--- src/rtl/sprite_blitter.sv ---
// sprite_blitter
//   Pixel-stream sequencer between the game FSM and the VGA adapter. A start
//   pulse walks a rectangular region one pixel per clock, issuing ROM
//   addresses and one plot strobe per visible pixel.
//   Modes: 00 draw sprite at (px,py), 01 erase sprite footprint from the
//   background ROM, 10 redraw full background, 11 reserved (no plots).
//
// Handshake: start is sampled only in IDLE; busy is high from the cycle after
//   start until the last plot; done is a one-cycle pulse the cycle after that.
//   There is no back-pressure: the VGA adapter must accept plot every cycle.
//
// Pipeline: stage 1 registers rom_addr for pixel k (cycle k+1); stage 2
//   registers vga_x/vga_y and the plot qualifier (cycle k+2), aligned with
//   the 1-cycle ROM latency, so colour is simply rom_data.
//
// Optional macro: TRANSPARENCY_EN -- in sprite mode, pixels whose colour
//   equals TRANSP_KEY are not plotted.
//
// Ports:
//   clk, resetn           clock, asynchronous active-low reset
//   start, mode, px, py   request, mode, sprite top-left (latched at start)
//   rom_data              colour from selected ROM (1-cycle latency)
//   rom_addr, rom_sel     ROM address, 0 = sprite ROM, 1 = background ROM
//   vga_x, vga_y, colour  pixel coordinate and colour
//   plot                  VGA write strobe
//   busy, done            transfer in progress / completion pulse
//   dbg_state             current FSM state (0 IDLE, 1 RUN, 2 DONE)
module sprite_blitter #(
  parameter int SPR_W   = 12,
  parameter int SPR_H   = 16,
  parameter int SCR_W   = 160,
  parameter int SCR_H   = 120,
  parameter int COORD_W = 8,
  parameter int ADDR_W  = 15,
  parameter int COL_W   = 3,
  parameter logic [COL_W-1:0] TRANSP_KEY = '0
) (
  input  logic               clk,
  input  logic               resetn,
  input  logic               start,
  input  logic [1:0]         mode,
  input  logic [COORD_W-1:0] px,
  input  logic [COORD_W-1:0] py,
  input  logic [COL_W-1:0]   rom_data,
  output logic [ADDR_W-1:0]  rom_addr,
  output logic               rom_sel,
  output logic [COORD_W-1:0] vga_x,
  output logic [COORD_W-1:0] vga_y,
  output logic [COL_W-1:0]   colour,
  output logic               plot,
  output logic               busy,
  output logic               done,
  output logic [1:0]         dbg_state
);

  typedef enum logic [1:0] {S_IDLE = 2'd0, S_RUN = 2'd1, S_DONE = 2'd2} state_t;

  localparam logic [1:0] M_SPR   = 2'b00;
  localparam logic [1:0] M_ERASE = 2'b01;
  localparam logic [1:0] M_BG    = 2'b10;
  localparam logic [1:0] M_RSV   = 2'b11;

  localparam logic [COORD_W:0] SCR_W_C = (COORD_W+1)'(SCR_W);
  localparam logic [COORD_W:0] SCR_H_C = (COORD_W+1)'(SCR_H);

  state_t state_q, state_d;
  logic [1:0]         mode_q;
  logic [COORD_W-1:0] px_q, py_q, col_q, row_q, col_d, row_d;

  // Mode/origin used for the address of the next pixel: the live inputs on
  // the start edge, the latched copies afterwards.
  logic [1:0]         m_cur;
  logic [COORD_W-1:0] px_cur, py_cur, w_last, h_last;
  logic               last_px;
  logic [ADDR_W-1:0]  addr_d;
  logic [COORD_W:0]   sx, sy;
  logic               vis;
  logic               plot_q, spr_q;

  always_comb begin
    m_cur   = (state_q == S_IDLE) ? mode : mode_q;
    px_cur  = (state_q == S_IDLE) ? px   : px_q;
    py_cur  = (state_q == S_IDLE) ? py   : py_q;
    w_last  = (m_cur == M_BG) ? COORD_W'(SCR_W - 1) : COORD_W'(SPR_W - 1);
    h_last  = (m_cur == M_BG) ? COORD_W'(SCR_H - 1) : COORD_W'(SPR_H - 1);
    last_px = (col_q == w_last) && (row_q == h_last);

    state_d = state_q;
    col_d   = col_q;
    row_d   = row_q;
    case (state_q)
      S_IDLE: begin
        if (start) begin
          col_d   = '0;
          row_d   = '0;
          state_d = (mode == M_RSV) ? S_DONE : S_RUN;
        end
      end
      S_RUN: begin
        if (last_px) begin
          state_d = S_DONE;
        end else if (col_q == w_last) begin
          col_d = '0;
          row_d = row_q + 1'b1;
        end else begin
          col_d = col_q + 1'b1;
        end
      end
      S_DONE:  state_d = S_IDLE;
      default: state_d = S_IDLE;
    endcase

    // Address of the pixel that will be current after this edge.
    if (m_cur == M_ERASE)
      addr_d = ADDR_W'((32'(py_cur) + 32'(row_d)) * 32'(SCR_W)
                       + 32'(px_cur) + 32'(col_d));
    else
      addr_d = ADDR_W'(32'(row_d) * (32'(w_last) + 32'd1) + 32'(col_d));

    // Screen position of the current pixel; one extra bit catches the carry
    // out of COORD_W so wrapped coordinates are clipped, not plotted.
    if (mode_q == M_BG) begin
      sx = {1'b0, col_q};
      sy = {1'b0, row_q};
    end else begin
      sx = {1'b0, px_q} + {1'b0, col_q};
      sy = {1'b0, py_q} + {1'b0, row_q};
    end
    vis = (sx < SCR_W_C) && (sy < SCR_H_C);
  end

  always_ff @(posedge clk or negedge resetn) begin
    if (!resetn) begin
      state_q  <= S_IDLE;
      mode_q   <= M_SPR;
      px_q     <= '0;
      py_q     <= '0;
      col_q    <= '0;
      row_q    <= '0;
      rom_addr <= '0;
      rom_sel  <= 1'b0;
      vga_x    <= '0;
      vga_y    <= '0;
      plot_q   <= 1'b0;
      spr_q    <= 1'b0;
      busy     <= 1'b0;
      done     <= 1'b0;
    end else begin
      state_q <= state_d;
      col_q   <= col_d;
      row_q   <= row_d;
      if (state_q == S_IDLE && start) begin
        mode_q   <= mode;
        px_q     <= px;
        py_q     <= py;
        rom_sel  <= (mode == M_ERASE) || (mode == M_BG);
        rom_addr <= addr_d;
        busy     <= 1'b1;
      end else if (state_q == S_RUN) begin
        rom_addr <= addr_d;
      end
      // Stage 2: coordinates and qualifier of the pixel now on rom_addr.
      plot_q <= (state_q == S_RUN) && vis;
      spr_q  <= (mode_q == M_SPR);
      if (state_q == S_RUN) begin
        vga_x <= sx[COORD_W-1:0];
        vga_y <= sy[COORD_W-1:0];
      end
      if (state_q == S_DONE) busy <= 1'b0;
      done <= (state_q == S_DONE);
    end
  end

  assign colour    = rom_data;
  assign dbg_state = state_q;

`ifdef TRANSPARENCY_EN
  assign plot = plot_q & (~spr_q | (rom_data != TRANSP_KEY));
`else
  assign plot = plot_q;
`endif

endmodule

--- config.mk ---
export PLATFORM = sky130hd
export DESIGN_NAME = sprite_blitter
export DESIGN_NICKNAME = d
export VERILOG_FILES = /design/src/rtl/sprite_blitter.sv
export SDC_FILE = /design/constraint.sdc
export NUM_CORES = 1
export LEC_CHECK = 0
export ABC_AREA = 1
export CAP_MARGIN = 15
export CORE_MARGIN = 2
export CORE_UTILIZATION = 25
export DETAILED_ROUTE_END_ITERATION = 16
export PLACE_DENSITY = 0.43
export SLEW_MARGIN = 20
export SYNTH_ARGS = -nofsm -noshare
export SYNTH_HDL_FRONTEND = slang
export SYNTH_SLANG_ARGS = --single-unit
--- constraint.sdc ---
create_clock -name clk -period 8.32 [get_ports clk]
set_input_delay 2.08 -clock clk [delete_from_list [all_inputs] [get_ports clk]]
set_output_delay 2.08 -clock clk [all_outputs]
set_load 0.005 [all_outputs]
# [Word level (Yosys, flattened, before mapping)]
# Index checks and enable logic that the tools add are counted.
[op_classes] addsub=9 multipliers=2 n_lt_le_gt_ge=2 eq_ne=12 mux=24 reduce_logical=9
[ops] op="8-bit 2-to-1 mux" n=9
[ops] op="15-bit by 8-bit adder with 15-bit output" n=3
[ops] op="15-bit 2-to-1 mux" n=3
[ops] op="8-bit case mux with 2 select lines" n=2
[ops] op="8-bit by 8-bit adder with 9-bit output" n=3
[ops] op="9-bit 2-to-1 mux" n=2
[ops] op="8-bit by 1-bit adder with 8-bit output, second input constant" n=2
[ops] op="8-bit by 9-bit multiplier with 15-bit output" n=1
[ops] op="2-bit == test, second input constant" n=5
[ops] op="9-bit by 3-bit multiplier with 10-bit output, second input constant" n=1
[ops] op="8-bit by 1-bit adder with 9-bit output, second input constant" n=1
[ops] op="9-bit by 7-bit < comparator with 1-bit output, second input constant" n=1
[ops] op="9-bit by 8-bit < comparator with 1-bit output, second input constant" n=1
[ops] op="8-bit by 7-bit == test with 1-bit output" n=1
[ops] op="8-bit == test" n=1
[ops] op="2-bit 2-to-1 mux" n=4
[ops] op="7-bit 2-to-1 mux" n=1
[ops] op="2-bit by 1-bit == test with 1-bit output, second input constant" n=3
[ops] op="1-bit logical AND" n=4
[ops] op="2-bit != test, second input constant" n=2
[ops] op="2-bit case mux with 2 select lines" n=1
[ops] op="2-bit nonzero test" n=2
[ops] op="2-bit logical NOT" n=1
[ops] op="1-bit 2-to-1 mux" n=2
[ops] op="other kinds (2)" n=2
[word_totals] register_bits=71 in_bits=24 out_inout_bits=40 word_cells=71

# [Logic depth before layout (Yosys ltp)]
# Gate-level depths: netlist of run 1.
[logic_depth] ltp_word=15 depth_mapped=38 depth_no_buf=38

# [Worst setup path after synthesis of run 1]
# OpenSTA, ideal clock, no wires.
[synth_timing] path_type="input to register" start="input port mode[0]" end="register rom_addr[12]" setup_time_ns=0.117 arrival_ns=6.047 t_required_ns=8.203 path_slack_ns=2.156 stages=32 path_buffers=0 path_cell_list="inv_1 -> nand2_4 -> nand2_4 -> nand3_1 -> nand2_1 -> nand3_4 -> inv_4 -> nand2_4 -> clkinv_4 -> nand2_2 -> nand2_1 -> nand3_2 -> a21oi_1 -> ha_1 -> inv_1 -> fa_1 -> inv_1 -> ha_1 -> inv_1 -> fa_1 -> inv_1 -> ha_1 -> a21oi_1 -> o21ai_0 -> a21oi_1 -> nor2_1 -> o21ai_0 -> nand2_1 -> nand2_1 -> nand3_1 -> nand3_1 -> nand2_1"
[synth_between] elab_chain_len=14 word_cells_on_any_way=24 classes_between="add/sub: 5; mul: 2; eq/ne: 4; mux: 12; reduce/logical: 1"
[synth_rtl] element="from (decl)" line_no="41" text="input logic [1:0] mode,"
[synth_rtl] element="2-bit 2-to-1 mux *" line_no="81" text="m_cur = (state_q == S_IDLE) ? mode : mode_q;"
[synth_rtl] element="2-bit == test" line_no="84, 85"
[synth_rtl] element="8-bit 2-to-1 mux / 7-bit 2-to-1 mux (equally long branches)" line_no="84, 85"
[synth_rtl] element="8-bit == test / 8-bit by 7-bit == test with 1-bit output (equally long branches)" line_no="86, 102"
[synth_rtl] element="8-bit 2-to-1 mux / 1-bit logical AND (equally long branches)" line_no="102, 86"
[synth_rtl] element="8-bit 2-to-1 mux" line_no="100" text="if (last_px) begin"
[synth_rtl] element="8-bit case mux with 2 select lines" line_no="91" text="case (state_q)"
[synth_rtl] element="8-bit by 8-bit adder with 9-bit output" line_no="115" text="addr_d = ADDR_W'((32'(py_cur) + 32'(row_d)) * 32'(SCR_W)"
[synth_rtl] element="9-bit by 3-bit multiplier with 10-bit output" line_no="115"
[synth_rtl] element="15-bit by 8-bit adder with 15-bit output (2 in a row)" line_no="116" text="+ 32'(px_cur) + 32'(col_d));"
[synth_rtl] element="15-bit 2-to-1 mux *" line_no="114" text="if (m_cur == M_ERASE)"
[synth_rtl] element="15-bit 2-to-1 mux" line_no="159" text="end else if (state_q == S_RUN) begin"
[synth_rtl] element="15-bit 2-to-1 mux *" line_no="152" text="if (state_q == S_IDLE && start) begin"
[synth_rtl] element="to (signal assigned)" line_no="157" text="rom_addr <= addr_d;"
[synth_rtl] element="to (signal assigned)" line_no="160" text="rom_addr <= addr_d;"
[synth_rtl] element="to (decl)" line_no="45" text="output logic [ADDR_W-1:0] rom_addr,"
# Every way passes the cells marked *; elsewhere a longest branch is shown, timed or not. The select of a mux whose other input is x is not followed.
# A chain may end at the register's enable or synchronous reset.

# [Worst setup path after layout of run 1]
[layout_timing] start="input port mode[1]" end="register rom_addr[12]"
# Same word-level chain as after synthesis.

==> impl_metrics.toml, run 1 <==
[grt]
grt-busiest-layer = "met2"
grt_max_degree = 72
grt_pass1_wl_um = 32500
track_usage_pct = 14.5
grtUsageMet1_pct = 20.7
gr-total-overflow = 0
grt_antenna_before_repair = 0
grt_pass1_vias = 6021
grtUsageMet3_pct = 2.23
grtUsageMet2_pct = 22.9

[yosys]
ys_seq_area_share_pct = 25.8
syn_avg_cell_area_um2 = 7.39
ys_ff_latch = 71
syn_nets = 1071
ys.flop_type = "dfrtp_1"
netlist_instances = 933
synth_area_leaders = "dfrtp_1 (26%), ha_1 (17%), nand2_1 (11%), inv_1 (8.1%), fa_1 (6.7%)"
yosysUniqueCellTypes = 44
async_reset_ff_share_pct = 100
synth_top_cell_area_share_pct = 25.8
ys_warn_count = 0
mappedNetlistArea_um2 = 6900
synthDominantAreaCellType = "dfrtp_1"
synth_edf_count = 0

[cells_and_area]
areaGrowthSynthToFinish_pct = 17.5
mostFrequentLayoutCell = "nand2_1"
antenna_cells_inserted = 0
nets = 1118
fin_util_pct = 30.0
drive_gt1_share_pct = 5.89
final_cell_mix = "nand2_1 (197), inv_1 (149), ha_1 (91)"

[critical_path]
worst_setup_path_end_kind = "flip-flop"
critPathKind = "input port to flip-flop"
r2r_end = "rom_addr[12]"
cp_slowest_cell = "clkdlybuf4s50_1"
arrival_ns = 7.30
rrSetupSlack_ns = 2.53
crit_top_cell = "nand2_1"
reg2reg_from = "dbg_state[0]"
slowest_delay_ns = 0.53
cp_max_fo = 13
worstRegToRegCells = 32
cp-start-kind = "input port"
endpoint = "rom_addr[12]"
cp.required_ns = 8.55
crit_start = "mode[1]"

[floorplanning]
start_util_pct = 25.5
die_x_um = 170
die_area_um2 = 28900
rows = 60
die_h_um = 170
core_um2 = 27000
pin_count = 64

[flow_run]
maxCapViolations = 0

[route]
drt_iter0_markers = 345
num_vias = 6008
firstDrtPassIters = 5
postRouteAntennaNets = 0
viasPerCell = 4.53
routed_wl_um = 19900
avgRoutedWirePerCell_um = 15.0
drc_errors = 0

[placement]
hpwl_um = 15500
gp_congestion = 0.801
numPortBuffers = 57

[sta]
finalSetupViolations = 0
max_freq_mhz = 141
rsz0062_at_grt = "no"
skew_ns = 0.00842
fin_crit_ns = 7.07
hold_slack_ns = 0.482
tns_ns = 0
post-route-period-util_pct = 85.0
hold_viol = 0
maxSlewViolCount = 0
slew_headroom_pct = 34.0
tightest_slew_ns = 0.990

[clock_network]
cts_tree = "built"
cts_buffer_depth = 2
path_clk_slew_ns = 0.06
cts_setup_buffers = 0
cts_buffers = 9
cts_num_sinks = 71
clkLatencyLatePin_ns = 0.35
htreeDepth = 3
clock-root-buffer = "clkbuf_16"
cts-hold-fix-buffers = 0
post_cts_resized = 0

[power_and_ir_drop]
worst_ir_drop_vdd_mv = 0.0836
p_per_area_nw_per_um2 = 96.5
p_leak_nw = 4.02

[outcome]
status = "finished, final reports clean"

[hold_path]
worstHoldPathType = "flip-flop to flip-flop"
## Yosys cell counts (2+ instances only)
| cell type | count |
|---|---|
| xor2_1 | 17 |
| o21bai_1 | 6 |
| o31ai_1 | 2 |
| nand2_2 | 8 |
| o211ai_2 | 2 |
| o22ai_1 | 2 |
| nand3b_1 | 5 |
| nand2_1 | 197 |
| conb_1 | 2 |
| a21oi_1 | 53 |
| nand4_1 | 15 |
| o21ai_0 | 86 |
| xnor2_1 | 6 |
| o211ai_1 | 5 |
| buf_4 | 4 |
| o21ai_2 | 4 |
| fa_1 | 23 |
| nand3_1 | 57 |
| o21ai_1 | 6 |
| nand3_2 | 2 |
| nand2_4 | 4 |
| clkbuf_1 | 14 |
| inv_1 | 149 |
| inv_2 | 6 |
| nor3_1 | 8 |
| dfrtp_1 | 71 |
| ha_1 | 91 |
| nor2_2 | 3 |
| nor2_1 | 52 |
| buf_2 | 6 |
| a31oi_1 | 9 |
| a211oi_1 | 2 |
| or2_2 | 5 |
## final cells by class
class	count	area [um^2]
fillers	2939	18900
multi-input cells	679	4400
flip-flops and latches	71	1780
inverters	158	601
repair buffers	61	598
well taps	341	427
clock buffers	12	246
clock inverters	4	55.1
## flip-flops by register name (all words and copies together) (netlist names)
name,flops
rom_addr,15
col_q,8
px_q,8
py_q,8
row_q,8
vga_x,8
vga_y,8
dbg_state,2
mode_q,2
busy,1
done,1
plot,1
rom_sel,1
## routing by layer
layer | vias to the layer above | part of all wire, %
met5 | - | 0
met4 | 0 | 1.1
met3 | 16 | 3.6
met2 | 120 | 44
met1 | 2736 | 52
li1 | 3136 | -
## stage by stage
stage / cells / setup slack, ns / instance area, um^2 / total power [mW]
6_report: 1326 / 1.25 / 8100 / 0.782
5_1_grt: 1326 / 0.821 / 8100 / 0.814
4_1_cts: 1326 / 1.27 / 8100 / 0.800
3_5_place_dp: 1310 / 0.917 / 7800 / 0.381
3_3_place_gp: 1310 / 0.930 / 7800 / 0.382
2_1_floorplan: 933 / 2.16 / 6900 / 0.361
## worst max-delay path, delay by kind of cell
family / cells / cell delay (ns)
and+or+nand+nor: 14 / 1.17
adders and majority gates: 5 / 1.89
buffers and inverters: 7 / 0.98
AOI/OAI and AO/OA: 6 / 1.16
## power by group
group | switching (mW) | internal, mW
sequential | 0.000426 | 0.346
clock | 0.166 | 0.242
combinational | 0.0152 | 0.0124
total | 0.182 | 0.600
## kinds of logic after synthesis
kind of cell	synth area share [%]
compound gates	14.4
fa+ha+maj	23.2
other cells	0.109
buf+inv	10.5
simple gates	23.2
xor+xnor	2.92
flops	25.8
## how the worst min path moves through the flow
stage / from / to / slack (ns) / cells after the start
floorplan: mode_q[0] / mode_q[0] / 0.45 / 2
global placement: vga_x[1] / vga_x[1] / 0.47 / 2
detailed placement: rom_addr[12] / rom_addr[12] / 0.47 / 2
CTS: rom_addr[12] / rom_addr[12] / 0.48 / 2
global route: rom_addr[6] / rom_addr[6] / 0.52 / 2
finish: vga_x[1] / vga_x[1] / 0.48 / 2
Power figures use the tool's default switching activity.
==> run 2, diff against run 1 <==
Settings changed: PLACE_DENSITY 0.43 to 0.45.
Clock period 8.32 ns to 6.45 ns, I/O delays scaled along.
==> run 2 against run 1 <==
Setup slack lost 0.92 ns. Die area is the same. Flip-flop and latch count is the same. Critical path depth shrank 4. Via count grew 4.0%. Global-route usage grew 0.065 points. Final cell count grew 4.8%. Sequential share of layout area shrank 1.2 points. Clock power grew 20%. Largest power group unchanged.
==> impl_metrics.toml, run 2 (same netlist as run 1, synthesis figures left out) <==
[sta]
post-route-period-util_pct = 94.9
finalSetupViolations = 0
tightest_slew_ns = 0.991
fin_crit_ns = 6.12
max_freq_mhz = 163
hold_viol = 0
maxSlewViolCount = 0
slew_headroom_pct = 33.9
tns_ns = 0
worst_slack_ns = 0.330
skew_ns = 0.00984

[power_and_ir_drop]
worst_ir_drop_vdd_mv = 0.107
p_leak_nw = 4.32
p_per_area_nw_per_um2 = 113
p_total_mw = 0.973

[clock_network]
cts-hold-fix-buffers = 0
path_clk_slew_ns = 0.06
cts_buffers = 9
clkLatencyLatePin_ns = 0.35
htreeDepth = 3
cts_num_sinks = 71
cts_buffer_depth = 2
cts_tree = "built"
clock-root-buffer = "clkbuf_16"

[hold_path]
worstHoldPathType = "flip-flop to flip-flop"

[outcome]
status = "finished, final reports clean"

[placement]
place_inst = 1375
hpwl_um = 15700
numPortBuffers = 57
gp_congestion = 0.820
pre_cts_slack_ns = -0.114

[floorplanning]
pin_count = 64
rows = 60
die_h_um = 170
die_area_um2 = 28900
core_um2 = 27000
start_util_pct = 25.5
die_x_um = 170

[cells_and_area]
instances_no_fill = 1390
mostFrequentLayoutCell = "nand2_1"
top_register = "rom_addr"
areaGrowthSynthToFinish_pct = 24.5
final_cell_mix = "nand2_1 (196), inv_1 (148), ha_1 (91)"
fin_util_pct = 31.8
largest_reg_flops = 15
drive_gt1_share_pct = 12.6
antenna_cells_inserted = 0
nets = 1183

[critical_path]
reg2reg_from = "dbg_state[0]"
arrival_ns = 6.35
crit_start = "mode[1]"
worst_setup_path_end_kind = "flip-flop"
cp.required_ns = 6.68
rrSetupSlack_ns = 1.13
worstRegToRegCells = 28
cp_max_fo = 6
critPathKind = "input port to flip-flop"
r2r_end = "rom_addr[13]"
endpoint = "rom_addr[13]"
cp-start-kind = "input port"

[route]
routed_wl_um = 19800
postRouteAntennaNets = 0
drc_errors = 0
drt_iter0_markers = 321
avgRoutedWirePerCell_um = 14.2
num_vias = 6251
firstDrtPassIters = 4
viasPerCell = 4.50

[grt]
gr-total-overflow = 0
grt_pass1_wl_um = 33200
grt_max_degree = 72
grt_antenna_before_repair = 0
grt_pass1_vias = 6293
track_usage_pct = 14.5

[flow_run]
maxCapViolations = 0
run 2: changes by cell type in the layout (fill, tap and decap cells not counted), sizes merged:
cell | before | now
buf | 5 | 70
bufinv | 1 | 0
inv | 156 | 157
clkinvlp | 1 | 2
clkbuf | 12 | 10
run 2: per-stage QoR:
stage               hold slack, ns  cell area [um^2]
global placement             0.463              8290
floorplan                    0.453              6900
finish                       0.476              8590
global route                 0.502              8590
CTS                          0.482              8560
detailed placement           0.464              8290
run 2: cell type report:
class,count,area (um^2)
Inverter,158,601
Fill cell,2935,18400
Multi-Input combinational cell,679,4430
Clock buffer,10,239
Timing Repair Buffer,126,1090
Clock inverter,5,33.8
Sequential cell,71,1780
Tap cell,341,427
run 2: worst min path at each step:
stage / from / to / slack (ns) / cells after the start
CTS: vga_y[6] / vga_y[6] / 0.48 / 2
detailed placement: vga_y[6] / vga_y[6] / 0.46 / 2
finish: vga_y[6] / vga_y[6] / 0.48 / 2
global placement: rom_addr[6] / rom_addr[6] / 0.46 / 2
floorplan: mode_q[0] / mode_q[0] / 0.45 / 2
global route: vga_y[6] / vga_y[6] / 0.50 / 2
run 2: what timing repair did:
action,in CTS,in global routing
setup endpoints to repair,0,5
buffers inserted,0,0
gates resized for setup,0,11
run 2: worst max-delay path: stages:
cell,delay (ns)
clkdlybuf4s50_1,0.51
nand2_1,0.08
nand2_2,0.14
nand3_1,0.08
nand2_1,0.12
nand3_4,0.11
inv_4,0.10
nand2_4,0.08
clkinv_4,0.07
nand2_1,0.05
nand3_1,0.08
o21ai_2,0.08
ha_1,0.24
fa_1,0.42
xor2_1,0.21
ha_1,0.33
inv_1,0.06
fa_1,0.48
inv_1,0.04
ha_1,0.33
inv_1,0.09
nor3_1,0.18
nand2_1,0.08
nand3_1,0.20
nand4_1,0.19
o21ai_0,0.19
nor2_1,0.08
o22a_1,0.15
run 2: per-layer routing:
layer | global-route usage [%] | wire length [um]
met1 | 20.3 | 10100
met2 | 23.8 | 8800
met3 | 2.42 | 711
met4 | 2.60 | 182
met5 | 0 | 0
run 2: power breakdown:
group | internal [mW] | switching [mW] | leakage, nW | total (mW)
clock network | 0.269 | 0.220 | 0.131 | 0.489
registers | 0.446 | 0.000606 | 0.868 | 0.447
logic | 0.0173 | 0.0198 | 3.32 | 0.0371
total | 0.733 | 0.240 | 4.32 | 0.973
==> run 3, diff against run 2 <==
Settings changed: CAP_MARGIN 15 to 20, SKIP_LAST_GASP set to 1.
==> results of run 3 <==
Final layout, timing and power as in run 2 (identical DEF).
